$ cat src/rtl/mem_rr_arbiter.sv
// Round-robin arbiter sharing one single-port memory among NUM_REQ requesters.
// Optional per-requester grant counters (gnt_cnt) when MEM_RR_ARBITER_STATS_EN is defined.
module mem_rr_arbiter #(
    parameter int NUM_REQ = 2,
    parameter int ADDR_W  = 2,
    parameter int DATA_W  = 8
) (
    input  logic                      clk,
    input  logic                      reset,
    input  logic [NUM_REQ-1:0]        req,
    input  logic [NUM_REQ-1:0]        req_we,
    input  logic [NUM_REQ*ADDR_W-1:0] req_addr,
    input  logic [NUM_REQ*DATA_W-1:0] req_wdata,
    output logic [NUM_REQ-1:0]        gnt,
    output logic [NUM_REQ-1:0]        rsp_valid,
    output logic [DATA_W-1:0]         rsp_rdata,
    output logic                      busy,
    output logic [ADDR_W-1:0]         addr,
    output logic                      wr_en,
    output logic                      rd_en,
    output logic [DATA_W-1:0]         wdata,
    input  logic [DATA_W-1:0]         rdata
`ifdef MEM_RR_ARBITER_STATS_EN
    ,
    output logic [NUM_REQ*16-1:0]     gnt_cnt
`endif
);

    localparam int IDX_W = (NUM_REQ > 1) ? $clog2(NUM_REQ) : 1;

    typedef enum logic [1:0] {
        IDLE  = 2'd0,
        ISSUE = 2'd1,
        RWAIT = 2'd2,
        RESP  = 2'd3
    } state_t;

    state_t              state_q, state_d;
    logic [IDX_W-1:0]    last_q, last_d;

    // Latched access, sampled only in IDLE
    logic [IDX_W-1:0]    win_q, win_d;
    logic                we_q, we_d;
    logic [ADDR_W-1:0]   laddr_q, laddr_d;
    logic [DATA_W-1:0]   lwdata_q, lwdata_d;

    logic [NUM_REQ-1:0]  gnt_q, gnt_d;
    logic [NUM_REQ-1:0]  rsp_valid_q, rsp_valid_d;
    logic [DATA_W-1:0]   rsp_rdata_q, rsp_rdata_d;
    logic                busy_q, busy_d;
    logic [ADDR_W-1:0]   addr_q, addr_d;
    logic                wr_en_q, wr_en_d;
    logic                rd_en_q, rd_en_d;
    logic [DATA_W-1:0]   wdata_q, wdata_d;

    logic [IDX_W-1:0]    pick;
    logic                sel_we;
    logic [ADDR_W-1:0]   sel_addr;
    logic [DATA_W-1:0]   sel_wdata;
    logic [NUM_REQ-1:0]  win_onehot;

    function automatic logic [IDX_W-1:0] rr_pick(input logic [NUM_REQ-1:0] r,
                                                 input logic [IDX_W-1:0]   last);
        logic [IDX_W-1:0] sel;
        logic             found;
        int               idx;
        sel   = '0;
        found = 1'b0;
        for (int k = 1; k <= NUM_REQ; k++) begin
            idx = (int'(last) + k) % NUM_REQ;
            if (!found && r[IDX_W'(idx)]) begin
                sel   = IDX_W'(idx);
                found = 1'b1;
            end
        end
        return sel;
    endfunction

    always_comb begin
        pick      = rr_pick(req, last_q);
        sel_we    = 1'b0;
        sel_addr  = '0;
        sel_wdata = '0;
        for (int i = 0; i < NUM_REQ; i++) begin
            if (IDX_W'(i) == pick) begin
                sel_we    = req_we[i];
                sel_addr  = req_addr[i*ADDR_W +: ADDR_W];
                sel_wdata = req_wdata[i*DATA_W +: DATA_W];
            end
        end
    end

    always_comb begin
        win_onehot = '0;
        for (int i = 0; i < NUM_REQ; i++) begin
            win_onehot[i] = (IDX_W'(i) == win_q);
        end
    end

    // Outputs are registered from the current state, so each strobe appears one cycle
    // after its state; rdata for a read therefore arrives while the FSM is in RESP.
    always_comb begin
        state_d     = state_q;
        last_d      = last_q;
        win_d       = win_q;
        we_d        = we_q;
        laddr_d     = laddr_q;
        lwdata_d    = lwdata_q;
        gnt_d       = '0;
        rsp_valid_d = '0;
        rsp_rdata_d = '0;
        busy_d      = (state_q != IDLE);
        addr_d      = '0;
        wr_en_d     = 1'b0;
        rd_en_d     = 1'b0;
        wdata_d     = '0;
        unique case (state_q)
            IDLE: begin
                if (|req) begin
                    win_d    = pick;
                    we_d     = sel_we;
                    laddr_d  = sel_addr;
                    lwdata_d = sel_wdata;
                    state_d  = ISSUE;
                end
            end
            ISSUE: begin
                gnt_d  = win_onehot;
                last_d = win_q;
                addr_d = laddr_q;
                if (we_q) begin
                    wr_en_d = 1'b1;
                    wdata_d = lwdata_q;
                    state_d = IDLE;
                end else begin
                    rd_en_d = 1'b1;
                    state_d = RWAIT;
                end
            end
            RWAIT: begin
                state_d = RESP;
            end
            RESP: begin
                rsp_valid_d = win_onehot;
                rsp_rdata_d = rdata;
                state_d     = IDLE;
            end
            default: begin
                state_d = IDLE;
            end
        endcase
    end

    always_ff @(posedge clk or negedge reset) begin
        if (!reset) begin
            state_q     <= IDLE;
            last_q      <= IDX_W'(NUM_REQ - 1);
            gnt_q       <= '0;
            rsp_valid_q <= '0;
            rsp_rdata_q <= '0;
            busy_q      <= 1'b0;
            addr_q      <= '0;
            wr_en_q     <= 1'b0;
            rd_en_q     <= 1'b0;
            wdata_q     <= '0;
        end else begin
            state_q     <= state_d;
            last_q      <= last_d;
            gnt_q       <= gnt_d;
            rsp_valid_q <= rsp_valid_d;
            rsp_rdata_q <= rsp_rdata_d;
            busy_q      <= busy_d;
            addr_q      <= addr_d;
            wr_en_q     <= wr_en_d;
            rd_en_q     <= rd_en_d;
            wdata_q     <= wdata_d;
        end
    end

    // Latched request fields are only consumed after IDLE loads them
    always_ff @(posedge clk) begin
        win_q    <= win_d;
        we_q     <= we_d;
        laddr_q  <= laddr_d;
        lwdata_q <= lwdata_d;
    end

    assign gnt       = gnt_q;
    assign rsp_valid = rsp_valid_q;
    assign rsp_rdata = rsp_rdata_q;
    assign busy      = busy_q;
    assign addr      = addr_q;
    assign wr_en     = wr_en_q;
    assign rd_en     = rd_en_q;
    assign wdata     = wdata_q;

`ifdef MEM_RR_ARBITER_STATS_EN
    logic [15:0] cnt_q [NUM_REQ];

    for (genvar g = 0; g < NUM_REQ; g++) begin : g_cnt
        always_ff @(posedge clk or negedge reset) begin
            if (!reset) begin
                cnt_q[g] <= '0;
            end else if (gnt_q[g] && (cnt_q[g] != 16'hFFFF)) begin
                cnt_q[g] <= cnt_q[g] + 16'd1;
            end
        end
        assign gnt_cnt[g*16 +: 16] = cnt_q[g];
    end
`endif

endmodule

$ cat config.mk
export PLATFORM = sky130hd
export DESIGN_NAME = mem_rr_arbiter
export DESIGN_NICKNAME = d
export VERILOG_FILES = /design/src/rtl/mem_rr_arbiter.sv
export SDC_FILE = /design/constraint.sdc
export NUM_CORES = 1
export LEC_CHECK = 0
export ABC_AREA = 1
export BUFFER_PORTS_ARGS = -buffer_cell sky130_fd_sc_hd__buf_2
export CAP_MARGIN = 20
export CORE_MARGIN = 4
export CORE_UTILIZATION = 47
export DETAILED_ROUTE_END_ITERATION = 10
export PLACE_DENSITY = 0.78
export SKIP_LAST_GASP = 1
export SLEW_MARGIN = 25
export SYNTH_ARGS = -nofsm -noshare
export SYNTH_HDL_FRONTEND = slang
export SYNTH_SLANG_ARGS = --single-unit
$ cat constraint.sdc
create_clock -name clk -period 1.6 [get_ports clk]
set_input_delay 0.24 -clock clk [delete_from_list [all_inputs] [get_ports clk]]
set_output_delay 0.24 -clock clk [all_outputs]
set_load 0.05 [all_outputs]
Word level (Yosys, flattened, before mapping)
Index checks and enable logic that the tools add are counted.
Widths: inputs -> output; s select.

cells by class
  equal/unequal tests = 4
  reductions and logical operators = 6
  $lt $le $gt $ge = 2
  $add $sub $neg = 2
  bitwise logic cells = 1
  mux-type cells = 23

operators by type and width
  cell                 count
  $mux 8               4
  $mux 1               12
  $mux 2               6
  $pmux 2 s4           1
  $lt 1x3->1 const B   2
  $eq 2x2->1 const B   2
  $add 1x1->1 const B  2
  $eq 2x1->1 const B   1
  $logic_not 2->1      1
  $ne 2x2->1 const B   1
  $reduce_and 2->1     1
  $reduce_bool 2->1    1
  $reduce_or 2->1      1
  $logic_and 1x1->1    1
  $logic_not 1->1      1
  $not 1->1            1

storage, ports and cells
  register bits = 40
  input port bits = 34

Longest topological paths before layout
Gate-level depths: netlist (run 1).

  depth after elaboration = 9
  depth in mapped cells = 5

Worst setup path after synthesis (run 1)
OpenSTA, ideal clock, no wires.

  kind = reg2reg
  start point = reg state_q[0]
  end point = reg laddr_q[0], enable pin
  path buffers = 0
  setup slack = 125 ps
  stages on the path, launching flop included = 4
  arrival time = 1095 ps
  library setup time = 380 ps
  data required time = 1220 ps
  cells stage by stage = dfrtp_1 > inv_1 > nand2_1 > nor2_1

between the ends
  word-level cells in the longest chain between the ends = 2

ends and longest elaborated chain
  item                               RTL line  source
  start: declaration                 38        state_t state_q, state_d;
  start signal: assignment           167       state_q <= state_d;
  $logic_not 2->1                    117       unique case (state_q)
  $reduce_and 2->1 (no source line)  --
  end signal: assignment             184       laddr_q <= laddr_d;
  end: declaration                   44        logic [ADDR_W-1:0] laddr_q, laddr_d;

Every way passes these cells.
A chain may end at the register's enable or synchronous reset.

Worst setup path in the final report (run 1)
  start point = reg last_q
  end point = reg lwdata_q[1], data pin

between the ends
  word-level cells in the longest chain between the ends = 4
  elaborated cells on any way between the ends = 5

ends and longest elaborated chain
  item                      RTL line  source
  start: declaration        39        logic [IDX_W-1:0] last_q, last_d;
  start signal: assignment  157       last_q <= IDX_W'(NUM_REQ - 1);
  start signal: assignment  168       last_q <= last_d;
  $add 1x1->1               70        idx = (int'(last) + k) % NUM_REQ;
  $mux 1                    71        if (!found && r[IDX_W'(idx)]) begin
  $mux 1 (*)                71
  $mux 8 (*)                85        if (IDX_W'(i) == pick) begin
  via sel_wdata[1]          59        logic [DATA_W-1:0] sel_wdata;
  end signal: assignment    185       lwdata_q <= lwdata_d;
  end: declaration          45        logic [DATA_W-1:0] lwdata_q, lwdata_d;

The timed path passes the listed nets; every way through them passes the cells marked *.

==> results of run 1 <==
[metrics by stage]
step           std cells  hold WS [ns]
2_1_floorplan        140       -0.0556
3_3_place_gp         238         0.263
3_5_place_dp         238         0.278
4_1_cts              246        0.0803
5_1_grt              246        0.0601
6_report             246        0.0991
[sequential cells by signal, summed over array words and instances (netlist names), named ones only]
| name | cells |
|---|---|
| last_q | 1 |
| gnt | 2 |
| busy | 1 |
| lwdata_q | 8 |
| laddr_q | 2 |
| we_q | 1 |
| wdata | 8 |
| rsp_rdata | 8 |
| rd_en | 1 |
| win_q | 1 |
| addr | 2 |
| wr_en | 1 |
| state_q | 1 |
| rsp_valid | 2 |
[metal layers]
metal | vias up | wire [um] | GRT usage, %
met3 | 4 | 348 | 7.97
met2 | 62 | 1050 | 21.5
met5 | - | 0 | 0
met4 | 0 | 31 | 4.75
li1 | 547 | - | -
met1 | 439 | 1090 | 15.2
[how the worst max path moves through the flow]
stage          cells past startpoint           to  startpoint
5_1_grt                            4  lwdata_q[4]      last_q
3_3_place_gp                       4   laddr_q[0]      last_q
2_1_floorplan                      3   laddr_q[0]  state_q[0]
4_1_cts                            4  lwdata_q[1]      last_q
3_5_place_dp                       4  lwdata_q[1]      last_q
6_report                           4  lwdata_q[1]      last_q
[logic make-up (layout without fill, tap and decap cells)]
| kind of cell | Yosys count | count (layout) |
|---|---|---|
| DFF | 40 | 40 |
| buffers and inverters | 23 | 85 |
| AOI/OAI and AO/OA | 1 | 1 |
| and+or+nand+nor | 76 | 76 |
[power breakdown]
group,switching (W),internal (W),leakage [nW]
sequential,0.000119,0.00141,0.485
clock,0.000288,0.000162,0.0281
combinational,0.00108,0.000295,0.558
total,0.00148,0.00186,1.07
[worst min-delay path, cell delays in order]
cell	delay [ns]
buf_2	0.09
inv_1	0.04
nor2_1	0.03
[cell type report]
class                      instances  share of cell area (%)
multi-input combinational         77                    18.2
clock buffer                       6                    2.20
tap                               44                    2.93
clock inverter                     1                   0.266
timing repair buffer              60                    16.4
inverter                          18                    3.59
sequential                        40                    56.5
[layout by cell type, fill, tap and decap left out, types with 2 or more instances in the layout]
cell type / count
nor2_1: 14
nor2_2: 9
buf_2: 58
nand2_1: 37
nand3_1: 13
nand2_2: 2
clkbuf_4: 5
edfxtp_1: 12
inv_1: 17
dfrtp_1: 27
[what timing repair did]
| item | CTS | global route |
|---|---|---|
| buffers inserted | 0 | 0 |
| hold endpoints to repair | 27 | 0 |
| hold buffers | 1 | 0 |
==> metrics, run 1 <==
post-synthesis mux area share=0%; vias per inst=4.28; run status=finished clean; worst path bufs/invs=1; Final #Nets=236; gp weighted congestion=0.731; worst min path class=primary input to flop; Iter 0 DRT Violations=25; post-synthesis async set-or-reset flop share=70.0%; CTS Sinks=40; CP Class=flop to flop; Reg-to-Reg Start=last_q; Commonest cells post-synth=nand2_1 (37), dfrtp_1 (27), inv_1 (17), nor2_1 (14), nand3_1 (13); Hold EP=rsp_rdata[5]; post-synthesis xor/xnor area fraction=0%; Initial Util=49.4%; Num CTS Buffers=5; drt wl/cell=10.2 um; syn_nets=174; Compound-Gate Fraction of Synth Area=0.332%; Setup WS pre-CTS=0.272 ns; Yosys reg bits=40; DR DRC count=0; antenna violations before repair=0; clk_lat worst skew=0.33 ns; vias=1052; Ant. Diodes=0; EDFF count, synth=12; FILL cells=277; Post-Synth Simple-Gate Area=22.3%; final period utilization=83.6%; final slew viol count=0; largest area contributor in the netlist=dfrtp_1; post-synthesis cell area=1510 um^2; PortBufs=58; final core area utilization=61.6%; total gr overflow=0; TritonCTS clock tree=built; die width=64.6 um; final wirelength=2520 um; Pwr Total=0.00335 W; Setup TNS=0 ns; hold_sp=rdata[5]; Row Count=20; H-tree Lvls=2; crit path max fanout=12; drt pass-1 iters=4; largest family of logic cells by synthesized area=simple AND/OR/NAND/NOR gates; Arr. time, crit path=1.43 ns; DIE AREA=4180 um^2; f_max=748 MHz; worst-margin pin slew=0.580 ns; Mapped Cells=140; Post-DRT Antenna Nets=0; vias in the first global route=1000; post-synthesis adder-cell area fraction=0%; hpwl dp=1990 um; Yosys Warn Count=0; max_cap viols=0; delay-heaviest family, CP=simple AND/OR/NAND/NOR gates; Tot GR Track Use=13.6%; CP Launch Type=flop; min setup slack post-route=0.262 ns; layout cells sized above 1=39.1%; Setup Skew=0.00626 ns; CP dominant cell by count=nand2_1; Worst Reg-to-Reg Cells=4; area delta synth->final=24.7%; top-count cell post-synth=nand2_1; final setup vio count=0; slowest CP cell=dfstp_2; placed instance area=1820 um^2; Avg Cell Area, Syn=10.8 um^2; CP Cell Sequence=inv_1 > nand2_1 > nand2_1 > nand2_1; clock transition at the registers of the reported paths=0.11 ns; top_reg_cell synth=dfrtp_1; I/O pins=59; proportion of synthesized chip area in sequential cells=70.5%; power per cell area=1780 nW/um^2; Distinct cells, synth=15; CTS-repair resized insts=0; Worst R2R End=lwdata_q[1]; post-synth top area share=44.8%; CP Capture Type=flop; clock buffer depth=2; min Tclk post-route=1.34 ns; FF/Latch Area=1060 um^2; peak supply drop=0.000969 V; hold-critical path depth=3; footprint of the multi-input gates=342 um^2; largest stage delay on the critical path=0.38 ns; clk root buf=clkbuf_4; Pleak=1.07 nW; Max-slew headroom=61.3%; global-route wire length before repair=4220 um; largest net degree at the start of global routing=29; Final Hold Viols=0; RSZ-0062 raised after global routing=no; top cells by area, synth=dfrtp_1 (45%), edfxtp_1 (24%), nand2_1 (9.2%); fin area=1880 um^2; Core Region=3050 um^2; register-to-register path setup slack=0.26 ns; CP Data Required Time=1.69 ns; die boundary height=64.6 um
No activity file was read; power rests on OpenSTA's default activity.
==> run 2, diff against run 1 <==
--- a/config.mk
+++ b/config.mk
@@ -9,9 +9,9 @@
 export BUFFER_PORTS_ARGS = -buffer_cell sky130_fd_sc_hd__buf_2
 export CAP_MARGIN = 20
 export CORE_MARGIN = 4
-export CORE_UTILIZATION = 47
+export CORE_UTILIZATION = 42
 export DETAILED_ROUTE_END_ITERATION = 10
-export PLACE_DENSITY = 0.78
+export PLACE_DENSITY = 0.73
 export SKIP_LAST_GASP = 1
 export SLEW_MARGIN = 25
 export SYNTH_ARGS = -nofsm -noshare
==> constraint.sdc (replaced) <==
create_clock -name clk -period 1.1 [get_ports clk]
set_input_delay 0.165 -clock clk [delete_from_list [all_inputs] [get_ports clk]]
set_output_delay 0.165 -clock clk [all_outputs]
set_load 0.05 [all_outputs]
==> metrics, run 2 (synthesis gave the netlist of run 1 again) <==
final slew viol count=0 (unchanged); most frequent cells in the layout=buf_2 (33), nand2_1 (32), dfrtp_1 (27) (was buf_2 (58), nand2_1 (37), dfrtp_1 (27)); peak supply drop=0.00158 V (was 0.000969 V); largest net degree at the start of global routing=29 (unchanged); PortBufs=58 (unchanged); commonest non-fill, non-tap cell in the layout=buf_2 (unchanged); vias=1112 (was 1052); H-tree Lvls=2 (unchanged); final period utilization=103% (was 83.6%); crit path max fanout=5 (was 12); I/O pins=59 (unchanged); max_cap viols=0 (unchanged); Setup TNS=-0.0551 ns (was 0 ns); clock transition at the registers of the reported paths=0.10 ns (was 0.11 ns); DR DRC count=0 (unchanged); CP Class=flop to flop (unchanged); final core area utilization=67.5% (was 61.6%); TritonCTS clock tree=built (unchanged); placed instance area=1950 um^2 (was 1820 um^2); worst min path class=primary input to flop (unchanged); setup bufs post-CTS=0 (unchanged); failing checks=setup timing; Row Count=21 (was 20); area delta synth->final=51.7% (was 24.7%); f_max=887 MHz (was 748 MHz); die width=67.9 um (was 64.6 um); clk root buf=clkbuf_4 (unchanged); Final Hold Viols=0 (unchanged); CP Data Required Time=1.20 ns (was 1.69 ns); Final #Nets=247 (was 236); Post-DRT Antenna Nets=0 (unchanged); Ant. Diodes=0 (unchanged); gp weighted congestion=0.731 (about the same); final wirelength=3030 um (was 2520 um); Tot GR Track Use=13.0% (was 13.6%); min Tclk post-route=1.13 ns (was 1.34 ns); Arr. time, crit path=1.22 ns (was 1.43 ns); vias per inst=4.28 (about the same); clock buffer depth=2 (unchanged); Core Region=3390 um^2 (was 3050 um^2); power per cell area=2580 nW/um^2 (was 1780 nW/um^2); worst-margin pin slew=0.350 ns (was 0.580 ns); hpwl dp=2090 um (was 1990 um); DIE AREA=4610 um^2 (was 4180 um^2); layout cells sized above 1=50.0% (was 39.1%); min setup slack post-route=-0.0279 ns (was 0.262 ns); Num CTS Buffers=5 (unchanged); Iter 0 DRT Violations=33 (was 25); Max-slew headroom=76.7% (was 61.3%); total gr overflow=0 (unchanged); Setup Skew=0.00464 ns (was 0.00626 ns); global-route wire length before repair=4370 um (was 4220 um); run status=finished, violations left (was finished clean); antenna violations before repair=0 (unchanged); Initial Util=44.5% (was 49.4%); RSZ-0062 raised after global routing=yes (was no); final setup vio count=4 (was 0); vias in the first global route=1023 (was 1000); CP Launch Type=flop (unchanged); FILL cells=257 (was 277); drt wl/cell=11.6 um (was 10.2 um); CP Capture Type=flop (unchanged); Min Hold Slack=0.0304 ns (was 0.0991 ns); Pwr Total=0.00591 W (was 0.00335 W); drt pass-1 iters=4 (unchanged); fin area=2290 um^2 (was 1880 um^2); die boundary height=67.9 um (was 64.6 um); clk_lat worst skew=0.33 ns (about the same); CTS Sinks=40 (unchanged); Pleak=1.19 nW (was 1.07 nW)
## run 2: cell count changes in the layout (fill, tap and decap cells not counted), sizes merged
cell / before / now
inv: 18 / 19
clkbuf: 6 / 8
buf: 59 / 67
clkinv: 1 / 0
dlygate4sd3: 1 / 3
## run 2: layer usage
layer,routed length (um),up-vias,part of all wire [%],track usage [%]
met4,33,0,1.1,5.21
met2,1480,57,49,20.2
li1,-,576,-,-
met5,0,-,0,0
met3,295,4,9.7,4.93
met1,1220,475,40,16.3
## run 2: report_power, final
part | total (W) | internal (W) | switching (W)
sequential | 0.00226 | 0.00205 | 0.000207
clock | 0.000742 | 0.000315 | 0.000427
combinational | 0.00290 | 0.00112 | 0.00178
total | 0.00591 | 0.00349 | 0.00241
## run 2: worst max-delay path, stage by stage (launching register included)
cell	delay, ns
dfstp_2	0.57
inv_4	0.06
clkbuf_16	0.15
nand3_2	0.06
nand2_1	0.06
## run 2: per-stage QoR
stage          setup slack [ns]  std cells
2_1_floorplan           -0.0335        140
4_1_cts                 0.00147        257
3_3_place_gp             0.0188        248
5_1_grt                 -0.0605        260
3_5_place_dp            0.00146        248
6_report                -0.0279        260
## run 2: cell type report
cell class | count | area, um^2 | area share, %
clock buffer | 7 | 55.1 | 2.41
clock inverter | 1 | 6.26 | 0.274
inverter | 18 | 70.1 | 3.06
multi-input combinational | 77 | 424 | 18.5
sequential | 40 | 1060 | 46.4
tap | 46 | 57.6 | 2.52
timing repair buffer | 71 | 612 | 26.8
## run 2: path summary, 6_finish.rpt
path                       startpoint  cells past startpoint  slack [ns]            to
max                            last_q                      4       -0.03   lwdata_q[3]
max in group asynchronous       reset                      3        0.44        last_q
min                          rdata[5]                      3        0.03  rsp_rdata[5]
max reg2reg                    last_q                      4       -0.03   lwdata_q[3]
min reg2reg                laddr_q[1]                      2        0.49       addr[1]
min in group asynchronous       reset                      3        0.35  rsp_rdata[6]
## run 2: repair_timing
action,CTS,global route
resized for setup,25,43
setup endpoints to repair,25,46
cloned,0,1
hold buffers,1,2
endpoints found under the hold margin,27,2
pin swaps,0,6
==> run 3, diff against run 2 <==
--- a/config.mk
+++ b/config.mk
@@ -12,6 +12,7 @@
 export CORE_UTILIZATION = 42
 export DETAILED_ROUTE_END_ITERATION = 10
 export PLACE_DENSITY = 0.73
+export RECOVER_POWER = 50
 export SKIP_LAST_GASP = 1
 export SLEW_MARGIN = 25
 export SYNTH_ARGS = -nofsm -noshare
==> metrics, run 3 (synthesis gave the netlist of run 1 again) <==
run status=finished, violations left (unchanged); failing checks=setup timing (unchanged); Initial Util=44.5% (unchanged); vias=1112 (unchanged); Final #Nets=247 (unchanged); CP Data Required Time=1.20 ns (about the same); min Tclk post-route=1.13 ns (unchanged); die boundary height=67.9 um (unchanged); max_cap viols=0 (unchanged); Cells after DPL=248 (unchanged); peak supply drop=0.00158 V (about the same); CP Launch Type=flop (unchanged); CP Class=flop to flop (unchanged); min setup slack post-route=-0.0279 ns (unchanged); RSZ-0062 raised after global routing=yes (unchanged); commonest non-fill, non-tap cell in the layout=buf_2 (unchanged); Comb power frac=49.2% (about the same); Clock power frac=12.6% (about the same); I/O pins=59 (unchanged); final setup vio count=4 (unchanged); Switching Share=40.9% (about the same); Arr. time, crit path=1.22 ns (about the same); drt pass-1 iters=4 (unchanged); fin cells=260 (unchanged); worst-margin pin slew=0.678 ns (was 0.350 ns); Num CTS Buffers=5 (unchanged); vias per inst=4.28 (unchanged); final slew viol count=0 (unchanged); final period utilization=103% (unchanged); clk root buf=clkbuf_4 (unchanged); most frequent cells in the layout=buf_2 (33), nand2_1 (32), dfrtp_1 (27) (unchanged); crit path max fanout=5 (unchanged); layout cells sized above 1=50.0% (unchanged); hpwl dp=2090 um (unchanged); drt wl/cell=11.6 um (about the same); CP Capture Type=flop (unchanged); clk_lat worst skew=0.33 ns (about the same); die width=67.9 um (unchanged); global-route wire length before repair=4370 um (unchanged); DR DRC count=0 (unchanged); Min Hold Slack=0.0304 ns (unchanged); Final Hold Viols=0 (unchanged); Iter 0 DRT Violations=33 (unchanged); FILL cells=257 (unchanged); Setup TNS=-0.0551 ns (unchanged); Post-DRT Antenna Nets=0 (unchanged); final core area utilization=67.4% (was 67.5%); Setup Skew=0.00464 ns (unchanged); TritonCTS clock tree=built (unchanged); sw power=0.00241 W (about the same); total gr overflow=0 (unchanged); worst min path class=primary input to flop (unchanged); register share of total power=38.3% (about the same); placed instance area=1950 um^2 (unchanged); Ant. Diodes=0 (unchanged); footprint of the multi-input gates=424 um^2 (unchanged); Max-slew headroom=54.8% (was 76.7%); CTS Sinks=40 (unchanged); power per cell area=2590 nW/um^2 (was 2580 nW/um^2); area delta synth->final=51.5% (was 51.7%); Worst Reg-to-Reg Cells=4 (unchanged); clock transition at the registers of the reported paths=0.10 ns (about the same); clock buffer depth=2 (unchanged); Row Count=21 (unchanged); DIE AREA=4610 um^2 (unchanged); Tot GR Track Use=13.0% (unchanged); fin area=2280 um^2 (was 2290 um^2); f_max=887 MHz (unchanged); final wirelength=3030 um (about the same); vias in the first global route=1023 (unchanged); gp weighted congestion=0.731 (unchanged); PortBufs=58 (unchanged); FF/Latch Area=1060 um^2 (unchanged); antenna violations before repair=0 (unchanged); H-tree Lvls=2 (unchanged); Core Region=3390 um^2 (unchanged); largest net degree at the start of global routing=29 (unchanged); hold-critical path depth=3 (unchanged); Pint=0.00349 W (about the same); Pleak=1.19 nW (about the same)
## run 3: changes by cell type in the layout (fill, tap and decap cells not counted), sizes merged
cell    previous run  this run
buf               67        66
clkbuf             8         9
## run 3: final timing paths
kind | to | startpoint | slack, ns
worst min-delay path | rsp_rdata[5] | rdata[5] | 0.03
max in group asynchronous | rsp_rdata[2] | reset | 0.19
worst max-delay path | lwdata_q[3] | last_q | -0.03
min in group asynchronous | rsp_rdata[6] | reset | 0.47
worst min register to register | addr[1] | laddr_q[1] | 0.49
worst max register to register | lwdata_q[3] | last_q | -0.03
## run 3: layout make-up
type / instances / share of cell area (%)
well taps: 46 / 2.52
flip-flops and latches: 40 / 46.5
clock inverters: 1 / 0.274
repair buffers: 71 / 26.7
multi-input cells: 77 / 18.6
clock buffers: 7 / 2.41
inverters: 18 / 3.07
## run 3: timing repair
item                       in CTS  in global routing
gates cloned                    0                  1
setup endpoints to repair      25                 46
setup buffers                   0                  0
hold buffers                    1                  2
pin swaps                       0                  6
gates resized for setup        25                 43
hold endpoints to repair       27                  2
## run 3: through the flow
step	setup slack (ns)	total power, W
detailed placement	0.00146	0.00467
floorplan	-0.0335	0.00388
global placement	0.0188	0.00464
global route	-0.0605	0.00628
finish	-0.0279	0.00591
CTS	0.00147	0.00558
## run 3: worst max-delay path: stages (launching register included)
cell and delay [ns]:
dfstp_2 0.57, inv_4 0.06, clkbuf_16 0.15, nand3_2 0.06, nand2_1 0.06
## run 3: layer usage
| metal | GRT usage [%] | routed length (um) | vias to the layer above |
|---|---|---|---|
| met1 | 16.3 | 1220 | 475 |
| met5 | 0 | 0 | - |
| met2 | 20.2 | 1480 | 57 |
| li1 | - | - | 576 |
| met3 | 4.93 | 298 | 4 |
| met4 | 5.21 | 33 | 0 |
## run 3: power groups by stage
stage               sequential (W)  combinational (W)  clock [W]
detailed placement         0.00223            0.00244          0
finish                     0.00226            0.00290   0.000742
floorplan                  0.00310           0.000772          0
global placement           0.00223            0.00241          0
CTS                        0.00222            0.00258   0.000780
global route               0.00231            0.00312   0.000856
